--- config.mk ---
export PLATFORM = sky130hd
export DESIGN_NAME = ram_rd_streamer_flat
export DESIGN_NICKNAME = d
export VERILOG_FILES = /design/src/rtl/ram_rd_streamer_if.sv /design/src/rtl/ram_rd_streamer.sv /design/src/flat_wrapper.sv
export SDC_FILE = /design/constraint.sdc
export NUM_CORES = 1
export LEC_CHECK = 0
export BUFFER_PORTS_ARGS = -buffer_cell sky130_fd_sc_hd__buf_2
export CORE_UTILIZATION = 50
export DETAILED_ROUTE_END_ITERATION = 8
export PLACE_DENSITY = 0.79
export SYNTH_ARGS = -nofsm -noshare
export SYNTH_HDL_FRONTEND = slang
export SYNTH_SLANG_ARGS = --single-unit
--- constraint.sdc ---
create_clock -name clk -period 3.71 [get_ports clk]
set_input_delay 0.371 -clock clk [delete_from_list [all_inputs] [get_ports clk]]
set_output_delay 0.371 -clock clk [all_outputs]
set_load 0.02 [all_outputs]
--- src/rtl/ram_rd_streamer_if.sv ---
// ram_rd_streamer_if
//   Bundles the signals of the read-side stream engine.
//   Command : start, base_add, len   (into engine); busy, done (out of engine)
//   RAM     : rd, rd_add              (out of engine); out (RAM read data in)
//   Stream  : m_data, m_valid, m_last (out of engine); m_ready (consumer in)
//   master = engine side, slave = environment side (command source, RAM, consumer).
interface ram_rd_streamer_if #(
   parameter int ADDR_W = 12,
   parameter int DATA_W = 64
);
   logic              start;
   logic [ADDR_W-1:0] base_add;
   logic [ADDR_W:0]   len;
   logic              busy;
   logic              done;
   logic              rd;
   logic [ADDR_W-1:0] rd_add;
   logic [DATA_W-1:0] out;
   logic [DATA_W-1:0] m_data;
   logic              m_valid;
   logic              m_last;
   logic              m_ready;

   modport master (
      input  start, base_add, len, out, m_ready,
      output busy, done, rd, rd_add, m_data, m_valid, m_last
   );

   modport slave (
      output start, base_add, len, out, m_ready,
      input  busy, done, rd, rd_add, m_data, m_valid, m_last
   );
endinterface

--- src/rtl/ram_rd_streamer.sv ---
// ram_rd_streamer
//   Turns one (base_add, len) command into a run of RAM read strobes, captures
//   the returned words into a small FIFO and streams them out with valid/ready
//   and a last-beat marker. Reads are credit limited so that every word that
//   comes back from the RAM always has a FIFO slot waiting for it.
// Ports:
//   clk    : clock, rising edge
//   rst_n  : asynchronous active-low reset
//   bus    : ram_rd_streamer_if.master (command, RAM read port, output stream)
module ram_rd_streamer #(
   parameter int ADDR_W = 12,
   parameter int DATA_W = 64,
   parameter int RD_LAT = 1,
   parameter int DEPTH  = 4
) (
   input logic                clk,
   input logic                rst_n,
   ram_rd_streamer_if.master  bus
);
   localparam int STAGES = RD_LAT;
   localparam int PW     = $clog2(DEPTH);
   localparam int CW     = $clog2(DEPTH + RD_LAT + 2) + 1;
   localparam int RW     = ADDR_W + 1;

   typedef enum logic [1:0] {IDLE, ISSUE, DRAIN} state_t;

   typedef struct packed {
      logic              last;
      logic [DATA_W-1:0] data;
   } beat_t;

   state_t            state, state_nxt;
   logic [ADDR_W-1:0] addr, cur_addr, rd_add_q;
   logic [ADDR_W:0]   remaining, cur_rem;
   // vld_pipe[0] is the registered rd strobe; vld_pipe[STAGES] marks the
   // edge on which the RAM word is on 'out' and gets captured.
   logic [STAGES:0]   vld_pipe, last_pipe;
   logic              load, issue, credit, done_q, done_nxt;
   logic              push, pop;
   beat_t             mem [DEPTH];
   logic [PW-1:0]     wr_ptr, rd_ptr;
   logic [CW-1:0]     fifo_cnt, inflight;

   // Reads in flight = issued but not yet captured (includes one being
   // captured this edge, so a same-cycle capture never frees a credit early).
   always_comb begin
      inflight = '0;
      for (int i = 0; i <= STAGES; i++) inflight = inflight + CW'(vld_pipe[i]);
   end

   assign credit = (fifo_cnt + inflight) < CW'(DEPTH);
   assign push   = vld_pipe[STAGES];
   assign pop    = bus.m_valid && bus.m_ready;

   // ---------------- FSM ----------------
   always_ff @(posedge clk or negedge rst_n) begin
      if (!rst_n) state <= IDLE;
      else        state <= state_nxt;
   end

   always_comb begin
      state_nxt = state;
      load      = 1'b0;
      issue     = 1'b0;
      done_nxt  = 1'b0;
      cur_addr  = addr;
      cur_rem   = remaining;
      case (state)
         IDLE: begin
            // The command is used directly so the first read can go out on
            // the same edge that accepts it.
            cur_addr = bus.base_add;
            cur_rem  = bus.len;
            if (bus.start && !done_q) begin
               if (bus.len == '0) begin
                  done_nxt = 1'b1;
               end else begin
                  load      = 1'b1;
                  issue     = credit;
                  state_nxt = (credit && bus.len == RW'(1)) ? DRAIN : ISSUE;
               end
            end
         end
         ISSUE: begin
            issue = credit;
            if (credit && remaining == RW'(1)) state_nxt = DRAIN;
         end
         DRAIN: begin
            if (pop && bus.m_last) begin
               state_nxt = IDLE;
               done_nxt  = 1'b1;
            end
         end
         default: state_nxt = IDLE;
      endcase
   end

   // ---------------- issue datapath ----------------
   always_ff @(posedge clk or negedge rst_n) begin
      if (!rst_n) begin
         addr      <= '0;
         remaining <= '0;
         rd_add_q  <= '0;
         vld_pipe  <= '0;
         last_pipe <= '0;
         done_q    <= 1'b0;
      end else begin
         done_q    <= done_nxt;
         vld_pipe  <= {vld_pipe[STAGES-1:0], issue};
         last_pipe <= {last_pipe[STAGES-1:0], issue && (cur_rem == RW'(1))};
         if (issue) begin
            rd_add_q  <= cur_addr;
            addr      <= cur_addr + ADDR_W'(1);  // wraps at 2^ADDR_W
            remaining <= cur_rem - RW'(1);
         end else if (load) begin
            addr      <= cur_addr;
            remaining <= cur_rem;
         end
      end
   end

   // ---------------- capture FIFO ----------------
   // Storage is reset so the head reads as zero out of reset.
   always_ff @(posedge clk or negedge rst_n) begin
      if (!rst_n) begin
         wr_ptr   <= '0;
         rd_ptr   <= '0;
         fifo_cnt <= '0;
         for (int i = 0; i < DEPTH; i++) mem[i] <= '0;
      end else begin
         if (push) begin
            mem[wr_ptr] <= '{last: last_pipe[STAGES], data: bus.out};
            wr_ptr      <= wr_ptr + PW'(1);
         end
         if (pop) rd_ptr <= rd_ptr + PW'(1);
         case ({push, pop})
            2'b10:   fifo_cnt <= fifo_cnt + CW'(1);
            2'b01:   fifo_cnt <= fifo_cnt - CW'(1);
            default: fifo_cnt <= fifo_cnt;
         endcase
      end
   end

   a_no_overflow: assert property (@(posedge clk) disable iff (!rst_n)
      push |-> (fifo_cnt < CW'(DEPTH)));

   // ---------------- outputs ----------------
   assign bus.m_valid = (fifo_cnt != '0);
   assign bus.m_data  = mem[rd_ptr].data;
   assign bus.m_last  = bus.m_valid && mem[rd_ptr].last;
   assign bus.rd      = vld_pipe[0];
   assign bus.rd_add  = rd_add_q;
   assign bus.busy    = (state != IDLE);
   assign bus.done    = done_q;
endmodule
--- src/flat_wrapper.sv ---
// flat-port wrapper written by rule: the top's interface ports become plain ports
module ram_rd_streamer_flat 
#(
   parameter int ADDR_W = 12,
   parameter int DATA_W = 64,
   parameter int RD_LAT = 1,
   parameter int DEPTH  = 4
)
  (clk, rst_n, bus_start, bus_base_add, bus_len, bus_out, bus_m_ready, bus_busy, bus_done, bus_rd, bus_rd_add, bus_m_data, bus_m_valid, bus_m_last);
  ram_rd_streamer_if #(.ADDR_W(ADDR_W), .DATA_W(DATA_W)) bus_i ();
  input logic clk;
  input logic rst_n;
  input wire logic [$bits(bus_i.start)-1:0] bus_start;
  input wire logic [$bits(bus_i.base_add)-1:0] bus_base_add;
  input wire logic [$bits(bus_i.len)-1:0] bus_len;
  input wire logic [$bits(bus_i.out)-1:0] bus_out;
  input wire logic [$bits(bus_i.m_ready)-1:0] bus_m_ready;
  output wire logic [$bits(bus_i.busy)-1:0] bus_busy;
  output wire logic [$bits(bus_i.done)-1:0] bus_done;
  output wire logic [$bits(bus_i.rd)-1:0] bus_rd;
  output wire logic [$bits(bus_i.rd_add)-1:0] bus_rd_add;
  output wire logic [$bits(bus_i.m_data)-1:0] bus_m_data;
  output wire logic [$bits(bus_i.m_valid)-1:0] bus_m_valid;
  output wire logic [$bits(bus_i.m_last)-1:0] bus_m_last;
  assign bus_i.start = bus_start;
  assign bus_i.base_add = bus_base_add;
  assign bus_i.len = bus_len;
  assign bus_i.out = bus_out;
  assign bus_i.m_ready = bus_m_ready;
  assign bus_busy = bus_i.busy;
  assign bus_done = bus_i.done;
  assign bus_rd = bus_i.rd;
  assign bus_rd_add = bus_i.rd_add;
  assign bus_m_data = bus_i.m_data;
  assign bus_m_valid = bus_i.m_valid;
  assign bus_m_last = bus_i.m_last;
  ram_rd_streamer #(.ADDR_W(ADDR_W), .DATA_W(DATA_W), .RD_LAT(RD_LAT), .DEPTH(DEPTH)) u_core (.clk(clk), .rst_n(rst_n), .bus(bus_i));
endmodule
==> results.yml <==
status:
  status: "finished, final reports clean"
worst_hold_path:
  min_path_cells: 2
  hold_path.class: "in -> reg"
timing:
  clock.fmax_ghz: 0.3246
  finClkSkew_ns: 0.01182
  fin_crit_sh: 0.8303
  tightestPinTransition_ns: 1.115
  slew_headroom: 0.2566
  period_needed_ns: 3.080
  setup_viol: 0
  rsz0062_at_grt: "no"
  timing.final.max_slew_violations: 0
  final.setup.tns_ns: 0
  hold_viol_final: 0
global_routing:
  grt_pass1_vias: 10052
  gr-usage-met3: 0.03691
  busiest_layer: "met2"
  met2_usage: 0.3728
  grt_antenna_before_repair: 0
  gr-usage-all-layers: 0.2235
  grt_max_degree: 111
  grt-ovfl-total: 0
  met1_usage: 0.3039
  grt_pass1_wl_mm: 53.90
yosys:
  syn_nets: 1138
  yosys.area.top_type: "dfrtp_1"
  ys.flop_type: "dfrtp_1"
  synth.most_common_cell: "dfrtp_1"
  synthCells: 1032
  avgSynthCellArea_um2: 14.09
  ys_async_sr_fraction: 1.000
  yosys.area_share.simple: 0.05448
  synth_compound_area_frac: 0.05578
  synth_top_area_share: 0.5371
  yosys.area_share.xor_xnor: 0.005423
  ys_ff_latch: 312
  syn_area_um2: 14540
  synthMuxAreaShare: 0.3143
  synth_adder_area_share: 0.01171
  ys_top_cells_by_count: "dfrtp_1 (312), mux2_2 (262), mux4_2 (65)"
  synth-edff-count: 0
  synthTopCellsByArea: "dfrtp_1 (54%), mux2_2 (20%), mux4_2 (10%)"
  ys_warn_count: 0
  synth_top_family_by_area: "multiplexers"
  ys_seq_area_frac: 0.5371
  synth_cell_types: 67
cts:
  h-tree-depth: 1
  ctsResizeCount: 0
  post_cts_buffers: 0
  clkLatencyLatePin_ns: 0.55
  cts_buffers: 31
  clkTransAtPathRegs_ns: 0.06
  cts_hold_buf: 1
  cts_root_buf: "clkbuf_16"
  clockBufferDepth: 3
  cts_sinks: 312
  cts_tree: "done"
routing:
  wl_per_cell_um: 20.25
  first_pass_iters: 5
  routed_via_density: 5.909
  drcViolationCount: 0
  drtIter0Drc: 498
  vias: 9455
  ant_nets: 0
  wl_mm: 32.40
placed_design:
  io_buffers: 173
  detailed_place.area_um2: 15900
  gp_congestion: 0.8958
  dpl.hpwl_mm: 20.41
die:
  start_util: 0.5078
  die-area_um2: 29760
  core_um2: 28630
  die_w_um: 172.5
  die_h_um: 172.5
  io_pins: 174
  fp-row-count: 62
pwr:
  peakVddDrop_mv: 0.4875
  p_leak_nw: 7.352
  powerDensity_nw_per_um2: 999.9
critical_path:
  crit_fanout: 21
  arrival_ns: 3.54
  cp-end-kind: "register"
  required_ns: 4.17
  path_class: "reg -> reg"
  start_kind: "register"
  r2r_cells: 10
layout:
  post-route-cell-area_um2: 16930
  drive_gt1_frac: 0.4901
  fin_nets: 1298
  area_growth_pct: 16.45
  diodes: 0
run:
  maxCapViolations: 0
report_power, final:
group	total, mW	switching (mW)	internal, mW
Clock	3.09	1.28	1.80
Combinational	7.64	3.84	3.80
Sequential	6.20	1.09	5.12
Total	16.9	6.21	10.7
cells in the final DEF (no fill, tap or decap), types with 4 or more instances in the layout:
cell type    n
nand3_1     10
a211oi_1     5
mux4_2      65
buf_2      172
dfrtp_1    310
clkbuf_8    10
o22ai_1      4
nor3_1       6
nand4_1      8
buf_12       7
nand2b_1     4
clkinv_2     6
inv_1       12
o221a_2      4
ha_1        12
mux2i_1     14
nor4_1       7
mux2_2     262
or4_1        5
o21a_1       4
o31ai_1      4
nand2_4      4
a21boi_0     4
xor2_1       4
nor2_1      40
o21ai_0     27
buf_4       12
xnor2_1      5
a21oi_1     23
nand2_1     48
clkbuf_16   31
a31oi_1     10
clkbuf_1     7
o211ai_1     6
critical path, stage by stage (launching register included):
cell	delay, ns
dfrtp_1	0.66
ha_1	0.25
ha_1	0.22
a31oi_1	0.21
mux2i_1	0.21
buf_4	0.19
nand3_2	0.09
buf_4	0.21
nand2_1	0.51
o32ai_1	0.20
a211oi_1	0.23
registers in the layout (all words and copies together) (netlist names):
register           count
u_core.mem           260
u_core.remaining      13
u_core.addr           12
u_core.bus.rd_add     12
u_core.fifo_cnt        4
u_core.last_pipe       2
u_core.rd_ptr          2
u_core.state           2
u_core.vld_pipe        2
u_core.wr_ptr          2
u_core.bus.done        1
final timing paths:
path	slack, ns	start	endpoint
max in group asynchronous	2.46	rst_n	u_core.mem[52]
hold / removal	0.09	bus_out[27]	u_core.mem[222]
setup / recovery	0.63	u_core.vld_pipe[1]	u_core.remaining[11]
min in group asynchronous	0.32	rst_n	u_core.mem[76]
hold reg to reg	0.36	u_core.last_pipe[0]	u_core.last_pipe[1]
setup reg to reg	0.63	u_core.vld_pipe[1]	u_core.remaining[11]
per-stage QoR:
stage	setup WS [ns]	utilization	std cells	power (mW)	hold WS [ns]
2_1_floorplan	0.8774	-	1032	11.55	0.07541
6_report	0.6297	0.5914	1600	16.93	0.08808
4_1_cts	0.6197	0.5914	1600	17.06	0.06780
5_1_grt	0.3792	0.5914	1600	17.94	0.07666
3_5_place_dp	0.6408	0.5555	1542	13.88	0.3183
3_3_place_gp	0.6906	0.5555	1542	13.56	0.3117
kinds of logic after synthesis:
logic type	Yosys count
mux	342
flops	312
simple gates	158
compound gates	119
buf+inv	79
fa+ha+maj	13
xor+xnor	9
per-layer routing:
| metal | wire [µm] | up-vias |
|---|---|---|
| li1 | - | 4172 |
| met1 | 13920 | 4958 |
| met2 | 16050 | 276 |
| met3 | 1733 | 49 |
| met4 | 707 | 0 |
| met5 | 0 | - |
area by class of cell:
type,instances,area (µm²)
clock buffers,48,939.7
clock inverters,9,76.32
fillers,2211,11700
inverters,13,48.80
multi-input cells,641,6454
flip-flops and latches,312,7812
well taps,384,480.5
repair buffers,193,1116
No activity file was read; power rests on OpenSTA's default activity.
